### src/rtl/trex_game_core.sv
// Runner-game control core: run/pause/dead FSM, multi-life collision handling,
// score/high-score counters and registered RGB332 compositor. Optional night palette: TREX_NIGHT_MODE_EN.
module trex_game_core #(
  parameter int NUM_OBS       = 2,
  parameter int LIVES         = 3,
  parameter int INVULN_FRAMES = 60,
  parameter int SCORE_W       = 14,
  parameter int SCREEN_W      = 640,
  parameter int SCREEN_H      = 480
) (
  input  logic               clk,
  input  logic               rst,
  input  logic               pix_ce,
  input  logic               frame_tick,
  input  logic               score_tick,
  input  logic               jump,
  input  logic               restart,
  input  logic               pause,
  input  logic [9:0]         vga_x,
  input  logic [8:0]         vga_y,
  input  logic               dino_grey,
  input  logic               dino_white,
  input  logic               bg_grey,
  input  logic               score_grey,
  input  logic [NUM_OBS-1:0] obs_grey,
  input  logic [NUM_OBS-1:0] obs_white,
  output logic [7:0]         rgb,
  output logic [1:0]         state,
  output logic [SCORE_W-1:0] score,
  output logic [SCORE_W-1:0] hi_score,
  output logic [3:0]         lives_left,
  output logic [NUM_OBS-1:0] hit_mask,
  output logic               invuln
);

  typedef enum logic [1:0] {
    ST_IDLE  = 2'b00,
    ST_RUN   = 2'b10,
    ST_DEAD  = 2'b01,
    ST_PAUSE = 2'b11
  } state_t;

  localparam logic [9:0]         SCR_W      = 10'(SCREEN_W);
  localparam logic [8:0]         SCR_H      = 9'(SCREEN_H);
  localparam logic [3:0]         LIVES_INIT = 4'(LIVES);
  localparam logic [7:0]         INV_INIT   = 8'(INVULN_FRAMES);
  localparam logic [SCORE_W-1:0] SCORE_ONE  = {{(SCORE_W-1){1'b0}}, 1'b1};

  state_t               state_q, state_d;
  logic                 pause_prev_q;
  logic [NUM_OBS-1:0]   pending_q, pending_d;
  logic [NUM_OBS-1:0]   hit_mask_q, hit_mask_d;
  logic [3:0]           lives_q, lives_d;
  logic                 invuln_q, invuln_d;
  logic [7:0]           inv_cnt_q, inv_cnt_d;
  logic [SCORE_W-1:0]   score_q, score_d, score_plus;
  logic [SCORE_W-1:0]   hi_score_q, hi_score_d;
  logic [7:0]           rgb_q, rgb_d;
  logic                 night_q;

  logic                 visible, sample_en, pause_rise, score_inc, restart_clr;
  logic                 any_white, any_grey;
  logic [7:0]           comp;
  logic [NUM_OBS-1:0]   sample, hits;

  always_comb begin
    visible     = (vga_x != 10'd0) && (vga_x <= SCR_W) && (vga_y != 9'd0) && (vga_y <= SCR_H);
    sample_en   = pix_ce && (state_q == ST_RUN) && !invuln_q && visible;
    sample      = sample_en ? (obs_grey & {NUM_OBS{dino_grey}}) : '0;
    hits        = pending_q | sample;
    pause_rise  = pause && !pause_prev_q;
    score_plus  = score_q + SCORE_ONE;
    score_inc   = score_tick && (state_q == ST_RUN) && (score_q != '1);
    restart_clr = (state_q == ST_DEAD) && restart;
  end

  always_comb begin
    state_d    = state_q;
    pending_d  = pending_q;
    hit_mask_d = hit_mask_q;
    lives_d    = lives_q;
    invuln_d   = invuln_q;
    inv_cnt_d  = inv_cnt_q;
    score_d    = score_inc ? score_plus : score_q;
    hi_score_d = hi_score_q;

    case (state_q)
      ST_IDLE: if (jump) state_d = ST_RUN;
      ST_RUN: begin
        if (pause_rise) begin
          // A pause edge pre-empts any frame evaluation on the same cycle.
          state_d = ST_PAUSE;
        end else if (frame_tick) begin
          if (hits != '0) begin
            hit_mask_d = hits;
            lives_d    = lives_q - 4'd1;
            pending_d  = '0;
            if (lives_d == 4'd0) begin
              state_d = ST_DEAD;
            end else begin
              invuln_d  = 1'b1;
              inv_cnt_d = INV_INIT;
            end
          end else begin
            hit_mask_d = '0;
            if (invuln_q) begin
              inv_cnt_d = inv_cnt_q - 8'd1;
              if (inv_cnt_d == 8'd0) invuln_d = 1'b0;
            end
          end
        end else begin
          pending_d = pending_q | sample;
        end
      end
      ST_PAUSE: if (pause_rise) state_d = ST_RUN;
      ST_DEAD: begin
        // score is frozen in DEAD, so comparing on every DEAD cycle equals comparing once on entry.
        if (score_q > hi_score_q) hi_score_d = score_q;
        if (restart) begin
          state_d    = ST_IDLE;
          score_d    = '0;
          hit_mask_d = '0;
          pending_d  = '0;
          invuln_d   = 1'b0;
          inv_cnt_d  = 8'd0;
          lives_d    = LIVES_INIT;
        end
      end
      default: state_d = ST_IDLE;
    endcase
  end

  always_comb begin
    any_white = dino_white || (|obs_white);
    any_grey  = dino_grey || bg_grey || score_grey || (|obs_grey);
    if (any_white)     comp = 8'hFF;
    else if (any_grey) comp = 8'h00;
    else if (visible)  comp = 8'hFF;
    else               comp = 8'h00;
    rgb_d = rgb_q;
    if (pix_ce) rgb_d = night_q ? ~comp : comp;
  end

  always_ff @(posedge clk) begin
    if (rst) begin
      state_q      <= ST_IDLE;
      pause_prev_q <= 1'b0;
      pending_q    <= '0;
      hit_mask_q   <= '0;
      lives_q      <= LIVES_INIT;
      invuln_q     <= 1'b0;
      inv_cnt_q    <= 8'd0;
      score_q      <= '0;
      hi_score_q   <= '0;
      rgb_q        <= 8'h00;
    end else begin
      state_q      <= state_d;
      pause_prev_q <= pause;
      pending_q    <= pending_d;
      hit_mask_q   <= hit_mask_d;
      lives_q      <= lives_d;
      invuln_q     <= invuln_d;
      inv_cnt_q    <= inv_cnt_d;
      score_q      <= score_d;
      hi_score_q   <= hi_score_d;
      rgb_q        <= rgb_d;
    end
  end

`ifdef TREX_NIGHT_MODE_EN
  logic night_d;

  // Flip the palette each time the score crosses a nonzero multiple of 512.
  always_comb begin
    night_d = night_q;
    if (score_inc && (score_plus[8:0] == 9'd0) && (score_plus != '0)) night_d = ~night_q;
    if (restart_clr) night_d = 1'b0;
  end

  always_ff @(posedge clk) begin
    if (rst) night_q <= 1'b0;
    else     night_q <= night_d;
  end
`else
  assign night_q = 1'b0;
`endif

  assign rgb        = rgb_q;
  assign state      = state_q;
  assign score      = score_q;
  assign hi_score   = hi_score_q;
  assign lives_left = lives_q;
  assign hit_mask   = hit_mask_q;
  assign invuln     = invuln_q;

endmodule

### config.mk
export PLATFORM = sky130hd
export DESIGN_NAME = trex_game_core
export DESIGN_NICKNAME = d
export VERILOG_FILES = /design/src/rtl/trex_game_core.sv
export SDC_FILE = /design/constraint.sdc
export NUM_CORES = 1
export LEC_CHECK = 0
export ABC_AREA = 0
export CORE_AREA = 2 2 73 145
export DETAILED_ROUTE_END_ITERATION = 10
export DIE_AREA = 0 0 75 147
export GPL_ROUTABILITY_DRIVEN = 0
export HOLD_SLACK_MARGIN = 0.06
export PLACE_DENSITY_LB_ADDON = 0.1
export SLEW_MARGIN = 5
export SYNTH_ARGS = -nofsm -noshare
export SYNTH_HDL_FRONTEND = slang
export SYNTH_SLANG_ARGS = --single-unit
### constraint.sdc
create_clock -name clk -period 7.04 [get_ports clk]
set_input_delay 1.76 -clock clk [delete_from_list [all_inputs] [get_ports clk]]
set_output_delay 1.76 -clock clk [all_outputs]
set_load 0.02 [all_outputs]
==> impl_metrics.yaml <==
power:
  p_comb_frac: 0.142
  power_frac_seq: 0.432
  switching_power_uw: 164
  p_leak_nw: 1.53
  power.total_uw: 672
  power_density_mw_per_mm2: 169
  p_int_uw: 507
  clockPowerShare: 0.426
  sw_frac_of_total: 0.245
  vdd_drop_max_v: 0.0000937
die:
  start_util: 0.295
  fp.dieH_um: 147
  core_sq_mm: 0.00995
  die_w_um: 75
  dieArea_sq_mm: 0.0110
  pin_count: 80
  rows: 52
flow_run:
  max_cap_viol_count: 0
sta:
  fin_tns_setup_ns: 0
  max_freq_ghz: 0.243
  fin_crit_sh: 0.584
  fin_ws_ns: 2.93
  finClkSkew_ns: 0.00380
  slew_violations: 0
  grt_setup_unrepaired: "false"
  hold_ws_ns: 0.473
  relSlewSlack: 0.421
  setup_viol: 0
  fin_crit_ns: 4.11
  tightest_slew_ns: 0.869
  hold_violations: 0
layout:
  post-route-util: 0.400
  syn_to_final_growth_pct: 35.7
  fin_cells: 551
  finalNetCount: 469
  stdcell_area_sq_mm: 0.00398
  antenna_cells: 0
  layout-drive-gt1-share: 0.0577
setup_path:
  critPathCaptureType: "register"
  cp_cell_sequence: "clkdlybuf4s50_1 -> nor2b_1 -> a32o_1 -> o41ai_1 -> o2bb2ai_1 -> nand2_1 -> o41ai_1"
  critPathMaxFanout: 13
  path_common_cell: "o41ai_1"
  cp-start-kind: "primary input"
  crit_slowest_cell: "o2bb2ai_1"
  slowest_delay_ns: 0.71
  cp.required_ns: 7.23
  arrival_ns: 4.30
  worstSetupPathType: "primary input to register"
placed_design:
  dp_hpwl_mm: 5.73
  placed_cells: 543
  place_ws_ns: 2.64
  port_buffers: 79
  placed_cell_area_sq_mm: 0.00381
drt:
  final_antenna_net_count: 0
  drt-pass1-iter-count: 4
  vias: 2708
  routedWlPerCell_um: 13.9
  totalWireLength_mm: 7.63
  drt-vias-per-instance: 4.91
  drt_iter0_drc: 156
  route.detailed.drc: 0
synth:
  ys_ff_latch: 49
  ys_seq_area_frac: 0.334
  syn-num-nets: 399
  synth_edf_count: 0
  ys.warnings.count: 0
  synth-async-reset-ratio: 0
  ys_types: 60
  synth_ff_type: "dfxtp_1"
  syn_area_sq_mm: 0.00294
  avgSynthCellArea_sq_um: 8.51
  syn_inst: 345
grt:
  grt-ovfl-total: 0
  antenna_found_initial: 0
  grt_pass1_wl_mm: 13.0
  grt_max_degree: 41
  grt_pass1_vias: 2631
  grt_use_total: 0.147
clock_network:
  postCtsHoldBufs: 0
  cts_tree: "yes"
  cts_buffer_depth: 2
  cts_made_buffers: 5
  post-cts-setup-buffer-count: 0
  clk_pin_slew_ns: 0.07
  post_cts_resized: 0
  clock-sinks: 49
  clock_latency_ns: 0.29
  htree_levels: 2
  cts-root-buf: "clkbuf_16"
status:
  status: "finished, final reports clean"
worst_hold_path:
  worstHoldPathType: "register to register"
layout by cell type, fill, tap and decap left out, types with 2 or more instances in the layout:
master           count
clkdlybuf4s50_1     79
nor2_1              50
dfxtp_1             49
inv_1               22
nand2_1             22
ha_1                19
mux2i_1             17
a21oi_1             11
xor2_1              11
o21ai_0             10
nand4_1              8
nor2b_1              7
nand3_1              6
nor3_1               6
o41ai_1              6
a31oi_1              5
nor4_1               5
a2111oi_0            5
nor3b_1              5
and3_1               5
xnor2_1              5
clkbuf_16            5
a31o_2               4
or3_1                4
a211oi_1             3
o21a_1               3
or3b_1               3
a32o_1               3
buf_4                3
o211a_1              2
and3b_1              2
a21o_1               2
or3b_2               2
and2_1               2
logic make-up after synthesis:
group / count (synthesis) / synth area share
simple gates: 137 / 0.246
compound gates: 66 / 0.166
flops: 49 / 0.334
buf+inv: 41 / 0.0673
fa+ha+maj: 19 / 0.0810
mux: 17 / 0.0580
xor+xnor: 16 / 0.0477
cell usage after synthesis (all sizes together), types with 2 or more instances:
master    n  area share
mux2i    17       0.058
a32o      3       0.010
o211a     2      0.0068
nand2    22       0.028
xor2     11       0.033
clkbuf    6      0.0081
nor2     50       0.064
a211oi    3      0.0077
a31oi     6       0.018
nand4     8       0.017
a21oi    11       0.019
a21o      2      0.0051
a31o      4       0.012
nor4      7       0.022
nand3     6       0.010
o21a      3      0.0077
o21ai    11       0.019
o41ai     6       0.018
or3b      5       0.015
and3      5       0.011
nor2b     7       0.015
a21boi    2      0.0064
xnor2     5       0.015
buf      12       0.028
or3       4      0.0085
nor3b     5       0.013
and3b     2      0.0060
dfxtp    49        0.33
nor3      6       0.010
and2      3      0.0068
a2111oi   5       0.015
ha       19       0.081
inv      22       0.028
flip-flops by register name, summed over array words and instances, names as in the netlist:
| name | flops |
|---|---|
| pause_prev_q | 1 |
| score | 14 |
| pending_q | 2 |
| state | 2 |
| hit_mask | 2 |
| hi_score | 14 |
| rgb | 1 |
| inv_cnt_q | 8 |
| lives_left | 4 |
| invuln | 1 |
worst paths after layout:
check,from,end,slack [ns],cells after the start
setup reg to reg,state[0],inv_cnt_q[7],4.11,6
setup / recovery,frame_tick,inv_cnt_q[7],2.93,7
hold / removal,hit_mask[1],hit_mask[1],0.47,2
hold reg to reg,hit_mask[1],hit_mask[1],0.47,2
critical path: cells and delay by family:
family                 cells  cell delay [ns]
AND/OR/NAND/NOR            2             0.48
buffers and inverters      1             0.52
AO/OA/AOI/OAI              4             1.53
metal layers:
layer	GRT usage	vias to the layer above	share of wire
li1	-	1373	-
met1	0.208	1256	0.47
met2	0.224	69	0.47
met3	0.0254	10	0.043
met4	0.0500	0	0.017
met5	0	-	0
cell type report:
cell class	count	area, sq um
clock buffers	6	139
clock inverters	2	37.5
fillers	1023	5970
inverters	22	82.6
multi-input cells	255	1760
flip-flops and latches	49	981
well taps	135	169
repair buffers	82	813
power by group through the flow:
stage          Sequential [mW]  Clock (mW)  Combinational, mW
2_1_floorplan            0.296           0             0.0573
3_3_place_gp             0.296           0             0.0934
3_5_place_dp             0.296           0             0.0950
4_1_cts                  0.290       0.297             0.0955
5_1_grt                  0.291       0.306              0.105
6_report                 0.290       0.286             0.0951
Note: power is estimated with default switching activity, not from simulation.
==> variant 1, RTL diff (same flow settings) <==
`SCORE_W`: 14 -> 18.
--- a/src/rtl/trex_game_core.sv
+++ b/src/rtl/trex_game_core.sv
@@ -5,5 +5,5 @@
   parameter int LIVES         = 3,
   parameter int INVULN_FRAMES = 60,
-  parameter int SCORE_W       = 14,
+  parameter int SCORE_W       = 18,
   parameter int SCREEN_W      = 640,
   parameter int SCREEN_H      = 480
Ports: changed (resized hi_score and score); port bits go from 80 to 88. The function was not compared with the original's and may differ.
==> variant 1 against the original RTL <==
  * Synthesized cell count up 21%
  * Sequential cell count up 8
  * Clock skew up 0.0031 ns
  * Cell area up 19%
  * Wire length up 15%
  * Non-clock buffer count up 8
  * Count of clock-buffer cells in the layout up 5
  * Setup slack better by 0.44 ns
  * Synthesized area up 18%
  * Via count up 15%
  * Largest cell class unchanged
Power is not compared: it rests on default switching activity, and its combinational part moved more than twofold at a synthesized area within 25%.
==> variant 1: results <==
[outcome]
status = "completed"

[setup_path]
reg2reg_from = "score[15]$_SDFF_PP0_"
r2r_end = "hi_score[0]$_SDFFE_PP0P_"
ff2ff_path_depth = 7
cp_max_fo = 10
reg2reg_setup_slack_ns = 4.23

[clocking]
post-cts-setup-buffers = 0
clkTransAtPathRegs_ns = 0.05
clockRootBuffer = "clkbuf_16"
clk_path_buf_depth = 2
cts_htree_levels = 3
numCtsBuffers = 9
cts_resized = 0
clock_latency_ns = 0.32

[pwr]
vdd.ir_drop.worst_uv = 176
p_sw_frac = 0.292
leakagePower_nw = 1.73

[drt]
drtIter0Drc = 109
firstDrtPassIters = 4
avgRoutedWirePerCell_um = 13.7
via_count = 3122

[logic_synthesis]
synth_top_cells_by_area = "dfxtp_1, ha_1, nand2_1, mux2i_1, nor2_1"
synth_common_cells = "nand2_1, dfxtp_1, nor2_1"
avgSynthCellArea_um2 = 8.30
ys_seq_area_frac = 0.330
synth_cell_types = 65
synthesis.nets = 475
async_flop_share = 0
yosys_warnings = 0

[min_path]
hold_start = "hit_mask[1]$_SDFFE_PP0P_"
hold_path_depth = 2
hold-path-endpoint = "hit_mask[1]$_SDFFE_PP0P_"
hold_path_class = "reg -> reg"

[place]
io_buffer_count = 87
hpwl_um = 6450
dp.cells = 622

[timing]
whs_ns = 0.462
max_slew.worst_pin.slew_ns = 0.798
skew_ns = 0.00686

[final_layout]
drive_above_1_share = 0.0736
finalNetCount = 556
fillCellCount = 978
diodes = 0
fin_cells = 638

[global_route]
grt_max_degree = 47
antenna_found_initial = 0
grt_use_total = 0.170
grt_pass1_vias = 2987
grt_pass1_wl_um = 14800
## variant 1: worst max-delay path by stage
stage | start | to | slack, ns | cells past startpoint
global placement | vga_y[0] | inv_cnt_q[2]$_SDFFE_PP0P_ | 3.04 | 7
floorplan | vga_y[0] | inv_cnt_q[2]$_SDFFE_PP0P_ | 3.58 | 7
CTS | vga_y[0] | inv_cnt_q[3]$_SDFFE_PP0P_ | 3.36 | 7
finish | vga_y[0] | inv_cnt_q[3]$_SDFFE_PP0P_ | 3.37 | 7
global route | vga_x[2] | inv_cnt_q[5]$_SDFFE_PP0P_ | 3.22 | 7
detailed placement | vga_y[0] | inv_cnt_q[3]$_SDFFE_PP0P_ | 3.01 | 7
## variant 1: through the flow
step                total power, mW  instance area (um^2)  worst slack [ns]
floorplan                     0.525                  3460              3.58
global placement              0.601                  4420              3.04
detailed placement            0.599                  4420              3.01
CTS                            1.05                  4720              3.36
global route                   1.09                  4720              3.22
finish                         1.04                  4720              3.37
## variant 1: final cells by class
type	instances	area [um^2]	area share
Inverter	32	120	0.0254
Tap cell	135	169	0.0358
Sequential cell	57	1140	0.242
Clock buffer	11	253	0.0535
Clock inverter	5	53.8	0.0114
Timing Repair Buffer	90	893	0.189
Multi-Input combinational cell	308	2090	0.443
## variant 1: logic make-up (layout without fill, tap and decap cells)
logic type / count (synthesis) / in the layout / share of synthesized area
DFF: 57 / 57 / 0.330
muxes: 22 / 22 / 0.0637
buffers and inverters: 52 / 138 / 0.0673
adders and majority gates: 23 / 23 / 0.0832
and+or+nand+nor: 171 / 171 / 0.246
xor gates and xnor gates: 20 / 20 / 0.0506
AOI/OAI and AO/OA: 72 / 72 / 0.159
## variant 1: critical path: stages
cell             delay, ns
clkdlybuf4s50_1       0.41
or4_4                 0.54
nor2_1                0.19
o21bai_4              0.13
o21ai_2               0.39
o22ai_1               0.17
a221oi_2              0.30
## variant 1: power groups by stage
stage	clock [mW]	combinational, mW	sequential, mW
6_report	0.444	0.230	0.363
5_1_grt	0.471	0.254	0.367
4_1_cts	0.455	0.231	0.363
3_5_place_dp	0	0.229	0.369
3_3_place_gp	0	0.232	0.369
2_1_floorplan	0	0.154	0.372
## variant 1: metal layers
metal,vias to the layer above,track usage,part of all wire
met2,57,0.249,0.47
li1,1630,-,-
met4,0,0.0652,0.011
met3,7,0.0288,0.029
met5,-,0,0
met1,1428,0.244,0.49
==> variant 2, RTL diff (same settings) <==
Without the edit above. Add an input register stage for `vga_y`, with the module's reset; this delays it by one clock. The other inputs are not delayed to match.
--- a/src/rtl/trex_game_core.sv
+++ b/src/rtl/trex_game_core.sv
@@ -47,4 +47,14 @@
   localparam logic [SCORE_W-1:0] SCORE_ONE  = {{(SCORE_W-1){1'b0}}, 1'b1};
 
+  logic [8:0] vga_y_q;
+
+  always_ff @(posedge clk) begin
+    if (rst) begin
+      vga_y_q <= '0;
+    end else begin
+      vga_y_q <= vga_y;
+    end
+  end
+
   state_t               state_q, state_d;
   logic                 pause_prev_q;
@@ -65,5 +75,5 @@
 
   always_comb begin
-    visible     = (vga_x != 10'd0) && (vga_x <= SCR_W) && (vga_y != 9'd0) && (vga_y <= SCR_H);
+    visible     = (vga_x != 10'd0) && (vga_x <= SCR_W) && (vga_y_q != 9'd0) && (vga_y_q <= SCR_H);
     sample_en   = pix_ce && (state_q == ST_RUN) && !invuln_q && visible;
     sample      = sample_en ? (obs_grey & {NUM_OBS{dino_grey}}) : '0;
Check against the original RTL: not equivalent (Yosys sat finds a counterexample within 4 cycles, from zero or initial values and one cycle with rst high).
==> variant 2 against the original RTL <==
  * Wire length increased by 2.7%
  * Maximum frequency decreased by 5.6%
  * Worst hold slack got worse by 0.015 ns
  * Setup slack worse by 0.24 ns
  * Synthesized area up 8.4%
  * First-iteration DRC count fell by 26%
  * Sequential cell count grew 9
  * Global-route usage is 0.45 points higher
  * Combinational power grew 14%
  * Non-clock buffer count decreased by 2
  * Synthesized cell count increased by 6.4%
  * Power increased by 24%
  * Cell area grew 8.0%
  * Critical path type unchanged
  * Highest routed layer unchanged
==> variant 2: results <==
[clocking]
clkTransAtPathRegs_ns = 0.05
cts_htree_levels = 3
clk_path_buf_depth = 2
numCtsBuffers = 9
clock_latency_ns = 0.32

[setup_path]
worst-endpoint-required_ns = 7.26
cp-endpoint = "lives_left[3]$_SDFFE_PP0P_"
crit_start = "vga_x[3]"
reg2reg_from = "state[0]$_SDFFE_PP0P_"
cp_max_fo = 12
reg2reg_setup_slack_ns = 4.18
ff2ff_path_depth = 7

[logic_synthesis]
synth_common_cells = "dfxtp_1, nor2_1, inv_1"
synthAdderAreaFrac = 0.0747
yosys.cell_count.top_type = "dfxtp_1"
synth-compound-area-share = 0.159
ys_seq_area_frac = 0.365
synth_cell_types = 58
synthesis.nets = 421
synth_top_cells_by_area = "dfxtp_1, ha_1, mux2i_1, nor2_1, xnor2_1"
synth_xor_area_frac = 0.0413
synthMuxAreaShare = 0.0503

[final_layout]
finalNetCount = 493
fillCellCount = 981
drive_above_1_share = 0.0792

[drt]
met2_length_um = 3910
routed_wirelength_um = 7840
routed-wl-met3_um = 269
firstDrtPassIters = 4
wl_met1_um = 3550
drtIter0Drc = 116
via_count = 2836

[place]
hpwl_um = 5920

[timing]
slew_headroom = 0.347
skew_ns = 0.00739
hold_viol_final = 0

[pwr]
vdd.ir_drop.worst_uv = 151
leakagePower_nw = 1.49

[min_path]
hold_path_depth = 2
hold_path_class = "reg -> reg"

[global_route]
grt_max_degree = 45
grt_pass1_wl_um = 13000
grt_use_total = 0.152

[outcome]
status = "completed"
## variant 2: cell types whose count changed after synthesis, moves of 8 or more
cell	delta
dfxtp_1	+9
nand2b_1	+8
nand3_1	+9
nor2_1	-8
nor2b_1	+8
nor3_1	+8
xnor2_1	+9
xor2_1	-10
## variant 2: stage by stage
step | setup slack, ns | std cells | hold WS (ns) | instance area [um^2]
2_1_floorplan | 3.10 | 367 | 0.446 | 3180
3_3_place_gp | 2.46 | 563 | 0.442 | 4040
3_5_place_dp | 2.34 | 563 | 0.447 | 4040
4_1_cts | 2.65 | 577 | 0.458 | 4300
5_1_grt | 2.49 | 577 | 0.491 | 4300
6_report | 2.69 | 577 | 0.459 | 4300
## variant 2: layer usage
metal  up-vias  global-route usage
met1      1347               0.191
met5         -                   0
met2        49               0.239
li1       1433                   -
met3         7              0.0412
met4         0              0.0625
## variant 2: critical path: stages
cell	delay (ns)
clkdlybuf4s50_1	0.43
or4_1	0.54
o221ai_1	0.26
o41ai_4	0.17
o21bai_1	0.64
nor2b_1	0.35
nand2_1	0.10
a221oi_1	0.31
## variant 2: area by class of cell
class / count / area (um^2) / share of cell area
timing repair buffer: 80 / 793 / 0.184
tap: 135 / 169 / 0.0393
clock buffer: 10 / 239 / 0.0555
sequential: 58 / 1160 / 0.270
multi-input combinational: 263 / 1820 / 0.423
clock inverter: 4 / 20.0 / 0.00465
inverter: 27 / 101 / 0.0236
## variant 2: worst min-delay path by stage
| stage | start | endpoint | slack, ns |
|---|---|---|---|
| final | hit_mask[0]$_SDFFE_PP0P_ | hit_mask[0]$_SDFFE_PP0P_ | 0.46 |
| after global routing | inv_cnt_q[1]$_SDFFE_PP0P_ | inv_cnt_q[1]$_SDFFE_PP0P_ | 0.49 |
| after CTS | hit_mask[0]$_SDFFE_PP0P_ | hit_mask[0]$_SDFFE_PP0P_ | 0.46 |
| after detailed placement | hit_mask[0]$_SDFFE_PP0P_ | hit_mask[0]$_SDFFE_PP0P_ | 0.45 |
| after global placement | hit_mask[0]$_SDFFE_PP0P_ | hit_mask[0]$_SDFFE_PP0P_ | 0.44 |
| after floorplan | inv_cnt_q[1]$_SDFFE_PP0P_ | inv_cnt_q[1]$_SDFFE_PP0P_ | 0.45 |
## variant 2: report_power, final
| part | switching, mW | leakage, nW | internal (mW) |
|---|---|---|---|
| Clock | 0.138 | 0.134 | 0.240 |
| Sequential | 0.00733 | 0.471 | 0.337 |
| Combinational | 0.0566 | 0.888 | 0.0517 |
## variant 2: cell families (layout without fill, tap and decap cells)
kind of cell	after synthesis	in the layout
XOR/XNOR	15	15
adder cells (fa/ha/maj)	19	19
multiplexers	16	16
flip-flops	58	58
AND/OR/NAND/NOR	149	149
AO/OA/AOI/OAI	64	64
buffers and inverters	46	121
